## src/rtl/lab3_pkg.sv

```systemverilog
// Shared types and constants for the lab3 exhaustive-stimulus BIST engine.
package lab3_pkg;

  localparam int unsigned N_PATTERNS = 8;
  localparam int unsigned IDX_W      = 3;
  localparam int unsigned ERR_W      = 4;

  localparam logic [N_PATTERNS-1:0] EXP_X_DEFAULT = 8'hE8;
  localparam logic [N_PATTERNS-1:0] EXP_Y_DEFAULT = 8'h96;

  typedef enum logic [1:0] {
    IDLE  = 2'd0,
    DRIVE = 2'd1,
    DONE  = 2'd2
  } bist_state_t;

  // Result payload that persists from one completed run until the next accepted start
  typedef struct packed {
    logic [N_PATTERNS-1:0] fail_vec;
    logic [ERR_W-1:0]      err_count;
    logic                  pass;
  } bist_result_t;

endpackage

```

## src/rtl/lab3_bist_if.sv

```systemverilog
// Stimulus/response and status bundle between the BIST engine and the lab3 datapath.
interface lab3_bist_if;
  import lab3_pkg::*;

  logic                  start;
  logic                  a;
  logic                  b;
  logic                  c;
  logic                  x;
  logic                  y;
  logic                  busy;
  logic                  done;
  logic                  pass;
  logic [ERR_W-1:0]      err_count;
  logic [N_PATTERNS-1:0] fail_vec;

  modport master (
    input  start, x, y,
    output a, b, c, busy, done, pass, err_count, fail_vec
  );

  modport slave (
    output start, x, y,
    input  a, b, c, busy, done, pass, err_count, fail_vec
  );

endinterface

```

## src/rtl/lab3_hold_timer.sv

```systemverilog
// Per-pattern hold counter; strobes o_sample_c on the last cycle of each hold window.
module lab3_hold_timer #(
  parameter int unsigned HOLD_CYCLES = 10
) (
  input  logic clk,
  input  logic rst_n,
  input  logic i_clear,
  input  logic i_en,
  output logic o_sample_c
);

  localparam int unsigned        CNT_W    = $clog2(HOLD_CYCLES + 1);
  localparam logic [CNT_W-1:0]   CNT_LAST = CNT_W'(HOLD_CYCLES - 1);

  logic [CNT_W-1:0] r_cnt;

  assign o_sample_c = i_en && (r_cnt == CNT_LAST);

  // Wraps to zero on the sample edge so each pattern gets a full window
  always_ff @(posedge clk or negedge rst_n) begin
    if (!rst_n) begin
      r_cnt <= '0;
    end else if (i_clear || o_sample_c) begin
      r_cnt <= '0;
    end else if (i_en) begin
      r_cnt <= r_cnt + CNT_W'(1);
    end
  end

endmodule

```

## src/rtl/lab3_bist.sv

```systemverilog
// Exhaustive BIST for the 3-in/2-out lab3 datapath: steps {a,b,c} through 0..7,
// samples x/y at the end of each hold window and accumulates mismatches.
module lab3_bist
  import lab3_pkg::*;
#(
  parameter int unsigned           HOLD_CYCLES = 10,
  parameter logic [N_PATTERNS-1:0] EXP_X       = EXP_X_DEFAULT,
  parameter logic [N_PATTERNS-1:0] EXP_Y       = EXP_Y_DEFAULT
) (
  input  logic             clk,
  input  logic             rst_n,
  lab3_bist_if.master      bif
);

  bist_state_t           r_state;
  logic [IDX_W-1:0]      r_idx;
  logic                  r_busy;
  logic                  r_done;
  bist_result_t          r_res;

  logic                  w_accept;
  logic                  w_drive;
  logic                  w_sample;
  logic                  w_mis;
  logic                  w_last;
  logic [N_PATTERNS-1:0] w_fail_next;

  assign w_accept    = (r_state == IDLE) && bif.start;
  assign w_drive     = (r_state == DRIVE);
  assign w_mis       = (bif.x != EXP_X[r_idx]) || (bif.y != EXP_Y[r_idx]);
  assign w_last      = (r_idx == IDX_W'(N_PATTERNS - 1));
  assign w_fail_next = r_res.fail_vec | (N_PATTERNS'(w_mis) << r_idx);

  lab3_hold_timer #(
    .HOLD_CYCLES (HOLD_CYCLES)
  ) u_hold_timer (
    .clk        (clk),
    .rst_n      (rst_n),
    .i_clear    (w_accept),
    .i_en       (w_drive),
    .o_sample_c (w_sample)
  );

  // Control FSM plus index and result registers; r_idx doubles as the registered stimulus
  always_ff @(posedge clk or negedge rst_n) begin
    if (!rst_n) begin
      r_state <= IDLE;
      r_idx   <= '0;
      r_busy  <= 1'b0;
      r_done  <= 1'b0;
      r_res   <= '0;
    end else begin
      r_done <= 1'b0;
      case (r_state)
        IDLE: begin
          if (bif.start) begin
            r_state <= DRIVE;
            r_idx   <= '0;
            r_busy  <= 1'b1;
            r_res   <= '0;
          end
        end
        DRIVE: begin
          if (w_sample) begin
            if (w_mis) begin
              r_res.fail_vec  <= w_fail_next;
              r_res.err_count <= r_res.err_count + ERR_W'(1);
            end
            // Returning idx to zero also returns the stimulus to 000 during DONE
            if (w_last) begin
              r_state    <= DONE;
              r_idx      <= '0;
              r_busy     <= 1'b0;
              r_done     <= 1'b1;
              r_res.pass <= (w_fail_next == '0);
            end else begin
              r_idx <= r_idx + IDX_W'(1);
            end
          end
        end
        DONE: begin
          r_state <= IDLE;
        end
        default: begin
          r_state <= IDLE;
        end
      endcase
    end
  end

  assign bif.a         = r_idx[2];
  assign bif.b         = r_idx[1];
  assign bif.c         = r_idx[0];
  assign bif.busy      = r_busy;
  assign bif.done      = r_done;
  assign bif.pass      = r_res.pass;
  assign bif.err_count = r_res.err_count;
  assign bif.fail_vec  = r_res.fail_vec;

endmodule

```

## src/flat_wrapper.sv

```systemverilog
// flat-port wrapper written by rule: the top's interface ports become plain ports
module lab3_bist_flat import lab3_pkg::*;
#(
  parameter int unsigned           HOLD_CYCLES = 10,
  parameter logic [N_PATTERNS-1:0] EXP_X       = EXP_X_DEFAULT,
  parameter logic [N_PATTERNS-1:0] EXP_Y       = EXP_Y_DEFAULT
)
  (clk, rst_n, bif_start, bif_x, bif_y, bif_a, bif_b, bif_c, bif_busy, bif_done, bif_pass, bif_err_count, bif_fail_vec);
  lab3_bist_if bif_i ();
  input  logic clk;
  input  logic rst_n;
  input wire logic [$bits(bif_i.start)-1:0] bif_start;
  input wire logic [$bits(bif_i.x)-1:0] bif_x;
  input wire logic [$bits(bif_i.y)-1:0] bif_y;
  output wire logic [$bits(bif_i.a)-1:0] bif_a;
  output wire logic [$bits(bif_i.b)-1:0] bif_b;
  output wire logic [$bits(bif_i.c)-1:0] bif_c;
  output wire logic [$bits(bif_i.busy)-1:0] bif_busy;
  output wire logic [$bits(bif_i.done)-1:0] bif_done;
  output wire logic [$bits(bif_i.pass)-1:0] bif_pass;
  output wire logic [$bits(bif_i.err_count)-1:0] bif_err_count;
  output wire logic [$bits(bif_i.fail_vec)-1:0] bif_fail_vec;
  assign bif_i.start = bif_start;
  assign bif_i.x = bif_x;
  assign bif_i.y = bif_y;
  assign bif_a = bif_i.a;
  assign bif_b = bif_i.b;
  assign bif_c = bif_i.c;
  assign bif_busy = bif_i.busy;
  assign bif_done = bif_i.done;
  assign bif_pass = bif_i.pass;
  assign bif_err_count = bif_i.err_count;
  assign bif_fail_vec = bif_i.fail_vec;
  lab3_bist #(.HOLD_CYCLES(HOLD_CYCLES), .EXP_X(EXP_X), .EXP_Y(EXP_Y)) u_core (.clk(clk), .rst_n(rst_n), .bif(bif_i));
endmodule
```

## config.mk

```make
export PLATFORM = sky130hd
export DESIGN_NAME = lab3_bist_flat
export DESIGN_NICKNAME = d
export VERILOG_FILES = /design/src/rtl/lab3_pkg.sv /design/src/rtl/lab3_bist_if.sv /design/src/rtl/lab3_hold_timer.sv /design/src/rtl/lab3_bist.sv /design/src/flat_wrapper.sv
export SDC_FILE = /design/constraint.sdc
export NUM_CORES = 1
export LEC_CHECK = 0
export BUFFER_PORTS_ARGS = -buffer_cell sky130_fd_sc_hd__buf_2
export CAP_MARGIN = 20
export CORE_MARGIN = 4
export CORE_UTILIZATION = 54
export CTS_CLUSTER_DIAMETER = 30
export CTS_CLUSTER_SIZE = 20
export DETAILED_ROUTE_END_ITERATION = 7
export GPL_ROUTABILITY_DRIVEN = 0
export PLACE_DENSITY = 0.86
export SYNTH_ARGS = -nofsm -noshare
export SYNTH_HDL_FRONTEND = slang
export SYNTH_HIERARCHICAL = 1
export SYNTH_SLANG_ARGS = --single-unit
```

## constraint.sdc

```tcl
create_clock -name clk -period 2.58 [get_ports clk]
set_input_delay 0.129 -clock clk [delete_from_list [all_inputs] [get_ports clk]]
set_output_delay 0.129 -clock clk [all_outputs]
set_load 0.01 [all_outputs]
```

Yosys cells after proc, flatten, opt, wreduce, memory -nomap -nowiden
Memories as Yosys holds them, arrays and structs flattened.
Cells that the tools add are included.
{"block": "word_totals", "register_bits": 24, "rom_bits": 16, "in_bits": 5, "output_inout_bits": 18, "elab_cells": 61, "memories": 2}
{"memory": "(name not given)", "words": 8, "word_bits": 1, "rd": 1, "rd_clocked_by_memory_dff": 0, "wr": 0, "line_no": "lab3_bist.sv:30", "rtl": "assign w_mis = (bif.x != EXP_X[r_idx]) || (bif.y != EXP_Y[r_idx]);"}
{"memory": "(name not given)", "words": 8, "word_bits": 1, "rd": 1, "rd_clocked_by_memory_dff": 0, "wr": 0, "line_no": "lab3_bist.sv:30"}
{"block": "op_classes", "addsub": 3, "order_cmp": 1, "eq_ne": 9, "shift": 1, "mux": 24, "bitwise_logic": 1, "reduce_logical": 12}
{"operator": "13-bit two-way mux", "n": 2}
{"operator": "13-bit one-hot mux with 2 select lines", "n": 1}
{"operator": "12-bit two-way mux", "n": 1}
{"operator": "1-bit two-way mux", "n": 9}
{"operator": "3-bit two-way mux", "n": 3}
{"operator": "4-bit by 1-bit adder with 4-bit output, second input constant", "n": 2}
{"operator": "8-bit logical NOT", "n": 1}
{"operator": "4-bit two-way mux", "n": 2}
{"operator": "8-bit bitwise OR", "n": 1}
{"operator": "4-bit AND reduction", "n": 2}
{"operator": "1-bit by 3-bit left shift with 8-bit output", "n": 1}
{"operator": "2-bit two-way mux", "n": 3}
{"operator": "2-bit by 1-bit inequality test with 1-bit output, second input constant", "n": 3}
{"operator": "3-bit one-hot mux with 2 select lines", "n": 1}
{"operator": "3-bit AND reduction", "n": 2}
{"operator": "4-bit equality test, second input constant", "n": 1}
{"operator": "3-bit by 4-bit < comparator with 1-bit output, second input constant", "n": 1}
{"operator": "2-bit one-hot mux with 2 select lines", "n": 1}
{"operator": "2-bit nonzero test", "n": 2}
{"operator": "3-bit by 1-bit adder with 3-bit output, second input constant", "n": 1}
{"operator": "3-bit equality test, second input constant", "n": 1}
{"operator": "2-bit by 1-bit equality test with 1-bit output, second input constant", "n": 1}
{"operator": "1-bit logical AND", "n": 2}
{"operator": "2-bit logical NOT", "n": 1}
{"operator": "other kinds (4)", "n": 6}

Longest topological paths before layout
Gate-level depths: netlist of run 1.
{"block": "logic_depth", "ltp_word": 10, "depth_mapped": 8}

Cells and area by module
Netlist of run 1, hierarchy kept.
{"module": "lab3_bist", "instances": 1, "cells_per_inst": 106, "area_each_um2": 1061.0}
{"module": "lab3_hold_timer", "instances": 1, "cells_per_inst": 19, "area_each_um2": 217.7}

Least setup slack after synthesis of run 1
OpenSTA, ideal clock, no wires.
{"block": "synth_timing", "path_type": "reg-to-reg", "from": "register u_core.r_state[1]", "to": "register u_core/bif.err_count[3] (netlist name)", "setup_time_ns": 0.125, "arrival_ns": 2.236, "required_ns": 2.455, "slack_ns": 0.219, "path_stages_with_launch": 8, "path_buffers": 1, "synth_period_minus_slack_ns": 2.361, "cell_sequence": "dfrtp_1 buf_2 nor2b_1 and4b_4 mux2i_1 or2_4 nor4_1 mux2_2"}
{"block": "synth_via", "elab_chain_len": 4}
{"item": "from (decl)", "line_no": "lab3_bist.sv:15", "rtl": "bist_state_t r_state;"}
{"item": "from (signal assigned)", "line_no": "lab3_bist.sv:47", "rtl": "r_state <= IDLE;"}
{"item": "from (signal assigned)", "line_no": "lab3_bist.sv:57", "rtl": "r_state <= DRIVE;"}
{"item": "from (signal assigned)", "line_no": "lab3_bist.sv:71", "rtl": "r_state <= DONE;"}
{"item": "2-bit by 1-bit equality test with 1-bit output", "line_no": "lab3_bist.sv:29", "rtl": "assign w_drive = (r_state == DRIVE);"}
{"item": "net u_core.w_drive", "line_no": "lab3_bist.sv:22", "rtl": "logic w_drive;"}
{"item": "1-bit logical AND", "line_no": "lab3_hold_timer.sv:17", "rtl": "assign o_sample_c = i_en && (r_cnt == CNT_LAST);"}
{"item": "net u_core.w_sample", "line_no": "lab3_bist.sv:23", "rtl": "logic w_sample;"}
{"item": "2-bit by 1-bit inequality test with 1-bit output (no line)"}
{"item": "4-bit AND reduction (no line)"}
The timed path passes the listed nets, and every way through them passes these cells.
A chain may end at the register's enable or synchronous reset.

Worst setup path in the final report of run 1
{"block": "layout_timing", "from": "register u_core.r_idx[0]", "to": "register u_core/bif.err_count[1] (netlist name)"}
{"block": "layout_via", "elab_chain_len": 6}
{"item": "from (decl)", "line_no": "lab3_bist.sv:16", "rtl": "logic [IDX_W-1:0] r_idx;"}
{"item": "from (signal assigned)", "line_no": "lab3_bist.sv:77", "rtl": "r_idx <= r_idx + IDX_W'(1);"}
{"item": "memory 8 x 1 bit"}
{"item": "1-bit two-way mux (implied by the code)", "line_no": "lab3_bist.sv:30"}
{"item": "1-bit inequality test", "line_no": "lab3_bist.sv:30"}
{"item": "1-bit logical OR *", "line_no": "lab3_bist.sv:30"}
{"item": "2-bit by 1-bit inequality test with 1-bit output (no line) *"}
{"item": "4-bit AND reduction (no line) *"}
Mark *: on every way between the ends. The rest lies on a longest branch, timed or not. The select of a mux whose other input is x is not followed.

==> summary.md, run 1 <==
| Metric | Value |
|---|---|
| Status | completed |
| DR iter-0 viols | 45 |
| Area leader, netlist | dfrtp_1 |
| Post-Route WL | 2930 um |
| Design Area, Final | between 0.001 and 0.0015 mm2 |
| Flops & latches, synth | 24 |
| Unrepaired setup endpoints after global routing | no |
| Via count | approximately 1100 |
| Num CTS Buffers | 3 |
| Power Total | 0.00168 W |
| Hold path start | bif_start |
| Clk root buf | clkbuf_4 |
| Final hold viol count | 0 |
| Area grow syn2layout | 15.9% |
| Final design utilization | 0.664 |
| Clock sink count | 24 |
| Pin count of the biggest net entering global routing | 25 |
| Ports | 23 |
| Worst setup SP type | flop |
| Port bufs | 22 |
| Initial antenna violation count | 0 |
| Row count | 17 |
| Cell Area, Synth | 0.00128 mm2 |
| H-tree lvl count | 1 |
| # Max-Cap Violations | 0 |
| Pwr Density | 1130 mW/mm2 |
| Netlist cell types | 34 |
| Worst hold stages | 3 |
| Final ANT Viol Nets | 0 |
| DIE HEIGHT | 56.7 um |
| CP Class | flop to flop |
| Reg-to-reg slack, setup | between 0.2 and 0.25 ns |
| Starting density of the core | 0.573 |
| Finish-stage setup viols | 0 |
| Post-synth EDFFs | 0 |
| Share of cells above drive strength 1 | 0.262 |
| Register area share after synthesis | 0.470 |
| Slew HR | 0.648 |
| Core area | 0.00223 mm2 |
| Clock Latency Late Sink | 0.33 ns |
| Hold Crit Endpoint | u_core/r_state[0] |
| Tmin final | between 2 and 2.5 ns |
| Most area-consuming cells after synthesis | dfrtp_1 47%, ha_1 5.9%, a41oi_1 5.5% |
| RR Startpoint | u_core/r_idx[0] |
| Max Clock Freq | 425 MHz |
| CTS clock-pin slew for the worst setup and hold paths | 0.13 ns |
| Routed wire per std cell | 16.6 um |
| Post-DP Area | 0.00142 mm2 |
| Clk buf depth | 2 |
| Setup TNS | 0 ns |
| Post-DP HPWL | 2110 um |
| Async S/R FF share, synth | 1.00 |
| Most used DFF post-synth | dfrtp_1 |
| Total GRT Usage | 0.202 |
| R2R depth | 6 |
| Vias in the first global route | 1137 |
| Synth top area share | 0.470 |
| Worst-margin pin slew | 0.529 ns |
| # fillers | 180 |
| Vias per inst | ~6 |
| WP data arrival | 2.58 ns |
| Max Clock Skew | 0.00461 ns |
| Die Width | around 57 um |
| Commonest non-fill, non-tap cell in the layout | dfrtp_1 |
| Post_cts resized | 0 |
| Max Fanout on Critical Path | 11 |
| Peak supply drop | 0.640 mV |
| CTS tree | done |
| # nets final | 161 |
| DR pass1 iterations | 4 |
| Most frequent cells in the layout | 24 x dfrtp_1, 22 x buf_2, 16 x nor2_1 |
| Crit. End Element | flop |
| Yosys synthesis warning count | 6 |
| DRC Markers | 0 |
| Crit share post-route | 0.913 |
| Postcts setup bufs | 0 |
| Total grt overflow | 0 |
| Hold slack | roughly 0.067 ns |
| Post-Syn Nets | between 100 and 150 |
| Terminus of the critical flop-to-flop path | u_core/bif.err_count[1] |
| Total inserted antenna cells | 0 |
| P_leak | 0.748 nW |
| Mapped Cells | 125 |
| Mean Syn Cell Area | around 10 um2 |
| Hold crit path type | primary input to flop |
| First-pass GRT wire length | between 5000 and 6000 um |
| Die ar. | 0.00321 mm2 |
| WP data required | roughly 2.8 ns |
| Final Max Slew Viols | 0 |
[state kept, by name, summed over array words and instances (netlist names)]
register,count
u_core/r_state,2
u_core/r_idx,3
u_core/bif.done,1
u_core/bif.pass,1
u_core/bif.busy,1
u_core/bif.fail_vec,8
u_core/u_hold_timer/r_cnt,4
u_core/bif.err_count,4
[synthesized netlist by cell type (all sizes together) (2+ instances only)]
cell and instances:
dfrtp 24, nor2 16, a41oi 8, and3 7, ha 6, inv 6
nor2b 5, nor3 5, nor4 4, xor2 4, buf 3, clkbuf 3
mux2 3, nand2 3, nand3 3, nand4 3, a21oi 2, o21ai 2
or2 2, xnor2 2
[worst max-delay path by stage]
stage	start	endpoint	slack, ns
floorplan	u_core/r_state[1]	u_core/bif.err_count[3]	0.22
global placement	u_core/r_idx[0]	u_core/bif.err_count[2]	0.40
detailed placement	u_core/r_idx[0]	u_core/bif.err_count[1]	0.29
CTS	u_core/r_idx[0]	u_core/bif.err_count[1]	0.26
global route	u_core/r_idx[0]	u_core/bif.err_count[1]	0.09
finish	u_core/r_idx[0]	u_core/bif.err_count[1]	0.23
[logic make-up (layout without fill, tap and decap cells)]
kind of cell / after synthesis / in the layout / share of synthesized area
and+or+nand+nor: 54 / 54 / 0.238
DFF: 24 / 24 / 0.470
AOI/OAI and AO/OA: 19 / 19 / 0.120
buffers and inverters: 12 / 36 / 0.0382
adders and majority gates: 6 / 6 / 0.0587
xor gates and xnor gates: 6 / 6 / 0.0411
muxes: 4 / 4 / 0.0342
[per-stage QoR]
stage | setup WS, ns | cells
6_report | 0.226 | 177
5_1_grt | 0.0933 | 177
4_1_cts | 0.263 | 177
3_5_place_dp | 0.286 | 172
3_3_place_gp | 0.398 | 172
2_1_floorplan | 0.219 | 125
[power breakdown]
group | leakage (nW) | switching (W) | internal [W]
Clock | 0.0279 | 0.000119 | 0.000157
Combinational | 0.422 | 0.000411 | 0.000326
Sequential | 0.299 | 0.000154 | 0.000515
[final cells by class]
type,count,area [um2],area share
multi-input combinational,89,629,0.424
timing repair buffer,26,143,0.0962
inverter,6,22.5,0.0152
clock inverter,1,30.0,0.0203
sequential,24,601,0.405
tap,28,35.0,0.0236
clock buffer,3,22.5,0.0152
[worst max-delay path, stage by stage, from the launching register on]
cell     delay [ns]
dfrtp_1        0.51
inv_1          0.15
ha_1           0.32
xor2_1         0.20
or3_1          0.55
nand4_1        0.17
mux2_2         0.36
[per-layer routing]
metal | routed length [um] | part of all wire | up-vias | GRT usage
met4 | 107 | 0.037 | 0 | 0.105
met1 | 1250 | 0.43 | 516 | 0.233
li1 | - | - | 500 | -
met3 | 139 | 0.047 | 11 | 0.0368
met2 | 1440 | 0.49 | 38 | 0.353
met5 | 0 | 0 | - | 0
[repair_timing]
item / in CTS / in global routing
hold buffers: 1 / 0
endpoints found under the setup margin: 0 / 0
endpoints found under the hold margin: 24 / 0
No activity file was read; power rests on OpenSTA's default activity.
==> run 2: changes to the inputs <==
Settings changed: CORE_ASPECT_RATIO from default to 0.5, CORE_UTILIZATION 54 to 40, PLACE_DENSITY 0.86 to 0.68.
==> summary.md, run 2 (same netlist as run 1, synthesis figures left out) <==
| Metric | Value |
|---|---|
| Status | completed |
| Total inserted antenna cells | 0 (unchanged) |
| Total grt overflow | 0 (unchanged) |
| Routed wire per std cell | 14.3 um (-14%) |
| CP peak stage delay | 0.52 ns (-0.03 ns) |
| Regs by FF count | u_core/bif.fail_vec (8), u_core/bif.err_count (4), u_core/u_hold_timer/r_cnt (4) |
| Via count | 1004 (-5.7%) |
| Post-Route WL | 2710 um (-7.7%) |
| Worst setup SP type | flop |
| Final hold viol count | 0 (unchanged) |
| Top delay family on crit path | simple AND/OR/NAND/NOR gates |
| Clock Latency Late Sink | 0.26 ns (-0.07 ns) |
| Crit. End Element | flop |
| Fin worst setup slack | 0.262 ns (+0.0365 ns) |
| Finish-stage setup viols | 0 (unchanged) |
| Most frequent cells in the layout | 24 x dfrtp_1, 22 x buf_2, 16 x nor2_1 |
| DRC Markers | 0 (unchanged) |
| Die ar. | 0.00422 mm2 (+31%) |
| Max Clock Freq | 431 MHz (+1.6%) |
| # Max-Cap Violations | 0 (unchanged) |
| Max Clock Skew | 0.00322 ns (-0.00139 ns) |
| Pwr Density | 1090 mW/mm2 (-4.3%) |
| Tmin final | 2.32 ns (-0.0365 ns) |
| Starting density of the core | 0.422 (-0.151) |
| Clk root buf | clkbuf_8 |
| Clk buf depth | 2 (unchanged) |
| Vias per inst | 5.31 (-12%) |
| Max reg flops | 8 (unchanged) |
| H-tree lvl count | 1 (unchanged) |
| Core area | 0.00303 mm2 (+36%) |
| Crit share post-route | 0.898 (-0.0141) |
| # nets final | 161 (unchanged) |
| Pin count of the biggest net entering global routing | 25 (unchanged) |
| Setup TNS | 0 ns (unchanged) |
| CP max-delay cell | or3_1 |
| Post-DP HPWL | 2010 um (-4.8%) |
| Unrepaired setup endpoints after global routing | no |
| Commonest non-fill, non-tap cell in the layout | dfrtp_1 |
| Most flop-heavy register | u_core/bif.fail_vec |
| First-pass GRT wire length | 4580 um (-9.4%) |
| Area grow syn2layout | 17.3% |
| Place WS | 0.304 ns (+0.0179 ns) |
| DR pass1 iterations | 4 (unchanged) |
| CTS tree | done |
| Final ANT Viol Nets | 0 (unchanged) |
| DIE HEIGHT | 48.0 um (-15%) |
| Port bufs | 22 (unchanged) |
| P_leak | 0.749 nW (+0.11%) |
| Initial antenna violation count | 0 (unchanged) |
| Slew HR | 0.633 (-0.0142) |
| Hold crit path type | primary input to flop |
| Total GRT Usage | 0.146 (-0.0564) |
| Final Max Slew Viols | 0 (unchanged) |
| Vias in the first global route | 907 (-20%) |
| CP Buf/Inv Count | 1 (unchanged) |
| Num CTS Buffers | 3 (unchanged) |
| DR iter-0 viols | 76 (+69%) |
| Postcts setup bufs | 0 (unchanged) |
| Max Fanout on Critical Path | 11 (unchanged) |
| Worst-margin pin slew | 0.550 ns (+0.0213 ns) |
| Peak supply drop | 0.374 mV (-42%) |
| Share of cells above drive strength 1 | 0.262 (unchanged) |
| Worst path cell trace | inv_1 -> ha_1 -> xor2_1 -> or3_1 -> nand4_1 -> mux2_2 |
| Die Width | 88.0 um (+55%) |
| WP data required | 2.74 ns (-0.07 ns) |
| Post_cts resized | 0 (unchanged) |
| CTS clock-pin slew for the worst setup and hold paths | 0.08 ns (-0.05 ns) |
| Clock sink count | 24 (unchanged) |
| CP Class | flop to flop |
| Ports | 23 (unchanged) |
| WP data arrival | 2.48 ns (-0.10 ns) |
| Row count | 14 (-3) |
==> run 2: cell count changes in the layout (fill, tap and decap cells not counted) <==
cell,before,now
clkbuf_8,0,4
clkbuf_4,3,0
bufinv_16,1,0
==> run 2: final cells by class <==
class	count	area, um2
Multi-Input combinational cell	89	629
Sequential cell	24	601
Fill cell	293	1530
Tap cell	40	50.0
Clock buffer	4	55.1
Inverter	6	22.5
Timing Repair Buffer	26	143
==> run 2: final timing paths <==
check	startpoint	end	cells past startpoint	slack [ns]
setup / recovery	u_core/r_idx[0]	u_core/bif.err_count[2]	6	0.26
hold / removal	bif_start	u_core/r_state[0]	3	0.16
setup reg to reg	u_core/r_idx[0]	u_core/bif.err_count[2]	6	0.26
hold reg to reg	u_core/bif.busy	u_core/bif.busy	2	0.53
max in group asynchronous	rst_n	u_core/u_hold_timer/r_cnt[1]	2	1.84
min in group asynchronous	rst_n	u_core/bif.err_count[1]	2	0.38
==> run 2: report_power, final <==
| part | switching, W | internal (W) |
|---|---|---|
| Clock | 0.000118 | 0.000136 |
| Sequential | 0.000152 | 0.000516 |
| Combinational | 0.000381 | 0.000325 |
| Total | 0.000652 | 0.000977 |
==> run 2: tightest hold or removal path: stages <==
cell      delay (ns)
buf_2           0.12
nor2_1          0.08
a311oi_1        0.05
==> run 2: through the flow <==
step | power, W | area (um2) | instances | hold WS (ns) | utilization
floorplan | 0.00116 | 1280 | 125 | -0.167 | -
global placement | 0.00136 | 1440 | 184 | 0.149 | 0.474
detailed placement | 0.00138 | 1440 | 184 | 0.161 | 0.474
CTS | 0.00164 | 1500 | 189 | 0.150 | 0.495
global route | 0.00178 | 1500 | 189 | 0.184 | 0.495
finish | 0.00163 | 1500 | 189 | 0.156 | 0.495
==> run 2: per-layer routing <==
layer  vias to the layer above  routed length, um  track usage
met5                         -                  0            0
met4                         0                  9       0.0183
met3                         2                107       0.0430
met2                        16               1170        0.223
met1                       483               1420        0.212
li1                        503                  -            -
==> run 2: what timing repair did <==
| item | in CTS | in global routing |
|---|---|---|
| hold buffers | 1 | 0 |
| setup endpoints to repair | 0 | 0 |
| endpoints found under the hold margin | 24 | 0 |
==> run 3: changes to the inputs <==
Settings changed: ABC_AREA from default to 1, MAX_ROUTING_LAYER from default to met4.
==> summary.md, run 3 <==
| Metric | Value |
|---|---|
| Hold crit path type | primary input to flop |
| Design Area, Final | 0.00172 mm2 (+15%) |
| Initial antenna violation count | 0 (unchanged) |
| Worst hold stages | 3 (unchanged) |
| Mean Syn Cell Area | 8.45 um2 (-17%) |
| Pwr Density | 497 mW/mm2 (-54%) |
| H-tree lvl count | 1 (unchanged) |
| Clock sink count | 24 (unchanged) |
| Crit. End Element | flop |
| Worst setup SP type | flop |
| Reg-to-reg slack, setup | 0.49 ns (+0.23 ns) |
| Routed wire per std cell | 11.7 um (-18%) |
| WP data arrival | 2.26 ns (-0.22 ns) |
| Total GRT Usage | 0.149 (+0.00315) |
| Clk buf depth | 2 (unchanged) |
| Final Max Slew Viols | 0 (unchanged) |
| Area leader, netlist | dfrtp_1 |
| Post-synth EDFFs | 0 (unchanged) |
| Slew HR | 0.650 (+0.0164) |
| Async S/R FF share, synth | 1.00 (unchanged) |
| Share of cells above drive strength 1 | 0.272 (+0.0105) |
| DR pass1 iterations | 4 (unchanged) |
| Register area share after synthesis | 0.397 (-0.0726) |
| DRC Markers | 0 (unchanged) |
| Hold slack | 0.234 ns (+0.0785 ns) |
| Finish-stage setup viols | 0 (unchanged) |
| # nets final | 214 (+33%) |
| Hold Crit Endpoint | u_core/bif.busy |
| Worst-margin pin slew | 0.525 ns (-0.0246 ns) |
| CP Class | flop to flop |
| Total grt overflow | 0 (unchanged) |
| R2R depth | 11 (+5) |
| Post-DP HPWL | 2230 um (+11%) |
| Vias in the first global route | 1213 (+34%) |
| Most flop-heavy register | u_core/bif.fail_vec |
| Clk root buf | clkbuf_8 |
| Most common library cells after synthesis | 33 x nand2_1, 27 x inv_1, 24 x dfrtp_1 |
| Die ar. | 0.00489 mm2 (+16%) |
| Flops & latches, synth | 24 (unchanged) |
| Starting density of the core | 0.429 (+0.00676) |
| First-pass GRT wire length | 5460 um (+19%) |
| Crit share post-route | 0.811 (-0.0879) |
| Total inserted antenna cells | 0 (unchanged) |
| Port bufs | 22 (unchanged) |
| Status | completed |
| Clock Latency Late Sink | 0.27 ns (about the same) |
| Ports | 23 (unchanged) |
| Most frequent cells in the layout | 33 x nand2_1, 27 x inv_1, 24 x dfrtp_1 |
| Area grow syn2layout | 13.7% |
| Row count | 15 (+1) |
| Post-Route WL | 2970 um (+9.6%) |
| DIE HEIGHT | 51.5 um (+7.3%) |
| Commonest non-fill, non-tap cell in the layout | nand2_1 |
| Unrepaired setup endpoints after global routing | no |
| Netlist cell types | 28 (-18%) |
| Peak supply drop | 0.154 mV (-59%) |
| Final hold viol count | 0 (unchanged) |
| Yosys synthesis warning count | 6 (unchanged) |
| Max reg flops | 8 (unchanged) |
| Max Clock Skew | 0.00722 ns (+0.00400 ns) |
| Vias per inst | 4.83 (-9.0%) |
| Count leader, synth | nand2_1 |
| Num CTS Buffers | 3 (unchanged) |
| CTS tree | done |
| Die Width | 95.0 um (+8.0%) |
| Final ANT Viol Nets | 0 (unchanged) |
| DR iter-0 viols | 43 (-43%) |
| Via count | 1223 (+22%) |
| # Max-Cap Violations | 0 (unchanged) |
| Synth top area share | 0.397 (-0.0726) |
| Max Clock Freq | 478 MHz (+11%) |
| Tmin final | 2.09 ns (-0.227 ns) |
| Pin count of the biggest net entering global routing | 25 (unchanged) |
| Hold path start | bif_start |
| Core area | 0.00353 mm2 (+16%) |
| Mapped Cells | 179 (+43%) |
| Regs by FF count | u_core/bif.fail_vec (8), u_core/bif.err_count (4), u_core/u_hold_timer/r_cnt (4) |
| Setup TNS | 0 ns (unchanged) |
| WP data required | 2.75 ns (about the same) |
| RR Startpoint | u_core/r_idx[0] |
| Terminus of the critical flop-to-flop path | u_core/bif.err_count[0] |
| Cell Area, Synth | 0.00151 mm2 (+18%) |
| Post-Syn Nets | 190 (+40%) |
| Max Fanout on Critical Path | 12 (+1) |
| Most used DFF post-synth | dfrtp_1 |
| Most area-consuming cells after synthesis | dfrtp_1 40%, nand2_1 8.2%, nand3_2 7.3% |
| CTS clock-pin slew for the worst setup and hold paths | 0.09 ns (about the same) |
| Post-DP Area | 0.00164 mm2 (+14%) |
| Postcts setup bufs | 0 (unchanged) |
| P_leak | 0.961 nW (+28%) |
-- run 3: cell count changes in the layout (fill, tap and decap cells not counted), sizes merged, moves of 2 or more --
cell   delta
nand2    +42
nand3    +26
inv      +23
a41oi     -8
o21ai     +8
and3      -7
nand4     +5
nor2b     -5
nor3      -5
nor2      -4
mux2      -3
buf       -2
nor4      -2
or2       -2
-- run 3: repair_timing --
item / in CTS / in global routing
hold endpoints to repair: 24 / 0
gates resized for setup: 0 / 0
hold buffers: 1 / 0
-- run 3: per-stage QoR --
| stage | cells | total power, W | setup WS, ns | utilization |
|---|---|---|---|---|
| finish | 253 | 0.000855 | 0.489 | 0.488 |
| global route | 253 | 0.000907 | 0.281 | 0.488 |
| floorplan | 179 | 0.000498 | 0.796 | - |
| detailed placement | 248 | 0.000538 | 0.508 | 0.465 |
| global placement | 248 | 0.000536 | 0.641 | 0.465 |
| CTS | 253 | 0.000870 | 0.499 | 0.488 |
-- run 3: logic make-up (layout without fill, tap and decap cells) --
| logic type | count (synthesis) | after routing | share of synthesized area |
|---|---|---|---|
| AND/OR/NAND/NOR | 97 | 97 | 0.366 |
| buffers and inverters | 34 | 57 | 0.113 |
| AO/OA/AOI/OAI | 14 | 14 | 0.0513 |
| adder cells (fa/ha/maj) | 6 | 6 | 0.0496 |
| XOR/XNOR | 4 | 4 | 0.0232 |
| flip-flops | 24 | 24 | 0.397 |
-- run 3: critical path, cell delays in order, from the launching register on --
cell,delay (ns)
dfrtp_1,0.47
inv_1,0.17
ha_1,0.36
inv_1,0.10
nand2_1,0.06
nand3_2,0.09
nand2_2,0.07
nand2_4,0.13
nand2_4,0.12
nand2_4,0.18
o21ai_0,0.12
o21a_1,0.11
-- run 3: layer usage --
metal | up-vias | GRT usage | share of wire
met3 | 5 | 0.0382 | 0.042
li1 | 627 | - | -
met1 | 565 | 0.183 | 0.47
met2 | 26 | 0.237 | 0.47
met4 | 0 | 0.0598 | 0.016
met5 | - | - | 0
-- run 3: final cells by class --
cell class	count	area, um2
repair buffers	24	128
flip-flops and latches	24	601
fillers	367	1810
clock inverters	1	30.0
clock buffers	3	41.3
inverters	29	116
well taps	51	63.8
multi-input cells	121	741
-- run 3: worst max path at each step --
| stage | slack (ns) | start | endpoint |
|---|---|---|---|
| floorplan | 0.80 | u_core/r_idx[0] | u_core/bif.fail_vec[0] |
| global placement | 0.64 | u_core/r_idx[1] | u_core/bif.err_count[0] |
| detailed placement | 0.51 | u_core/r_idx[0] | u_core/bif.err_count[0] |
| CTS | 0.50 | u_core/r_idx[0] | u_core/bif.err_count[0] |
| global route | 0.28 | u_core/r_idx[0] | u_core/bif.err_count[0] |
| finish | 0.49 | u_core/r_idx[0] | u_core/bif.err_count[0] |
-- run 3: report_power, final --
group | leakage [nW] | internal [W] | switching (W)
sequential | 0.296 | 0.000395 | 0.0000207
clock | 0.0357 | 0.000207 | 0.000119
combinational | 0.629 | 0.0000480 | 0.0000654
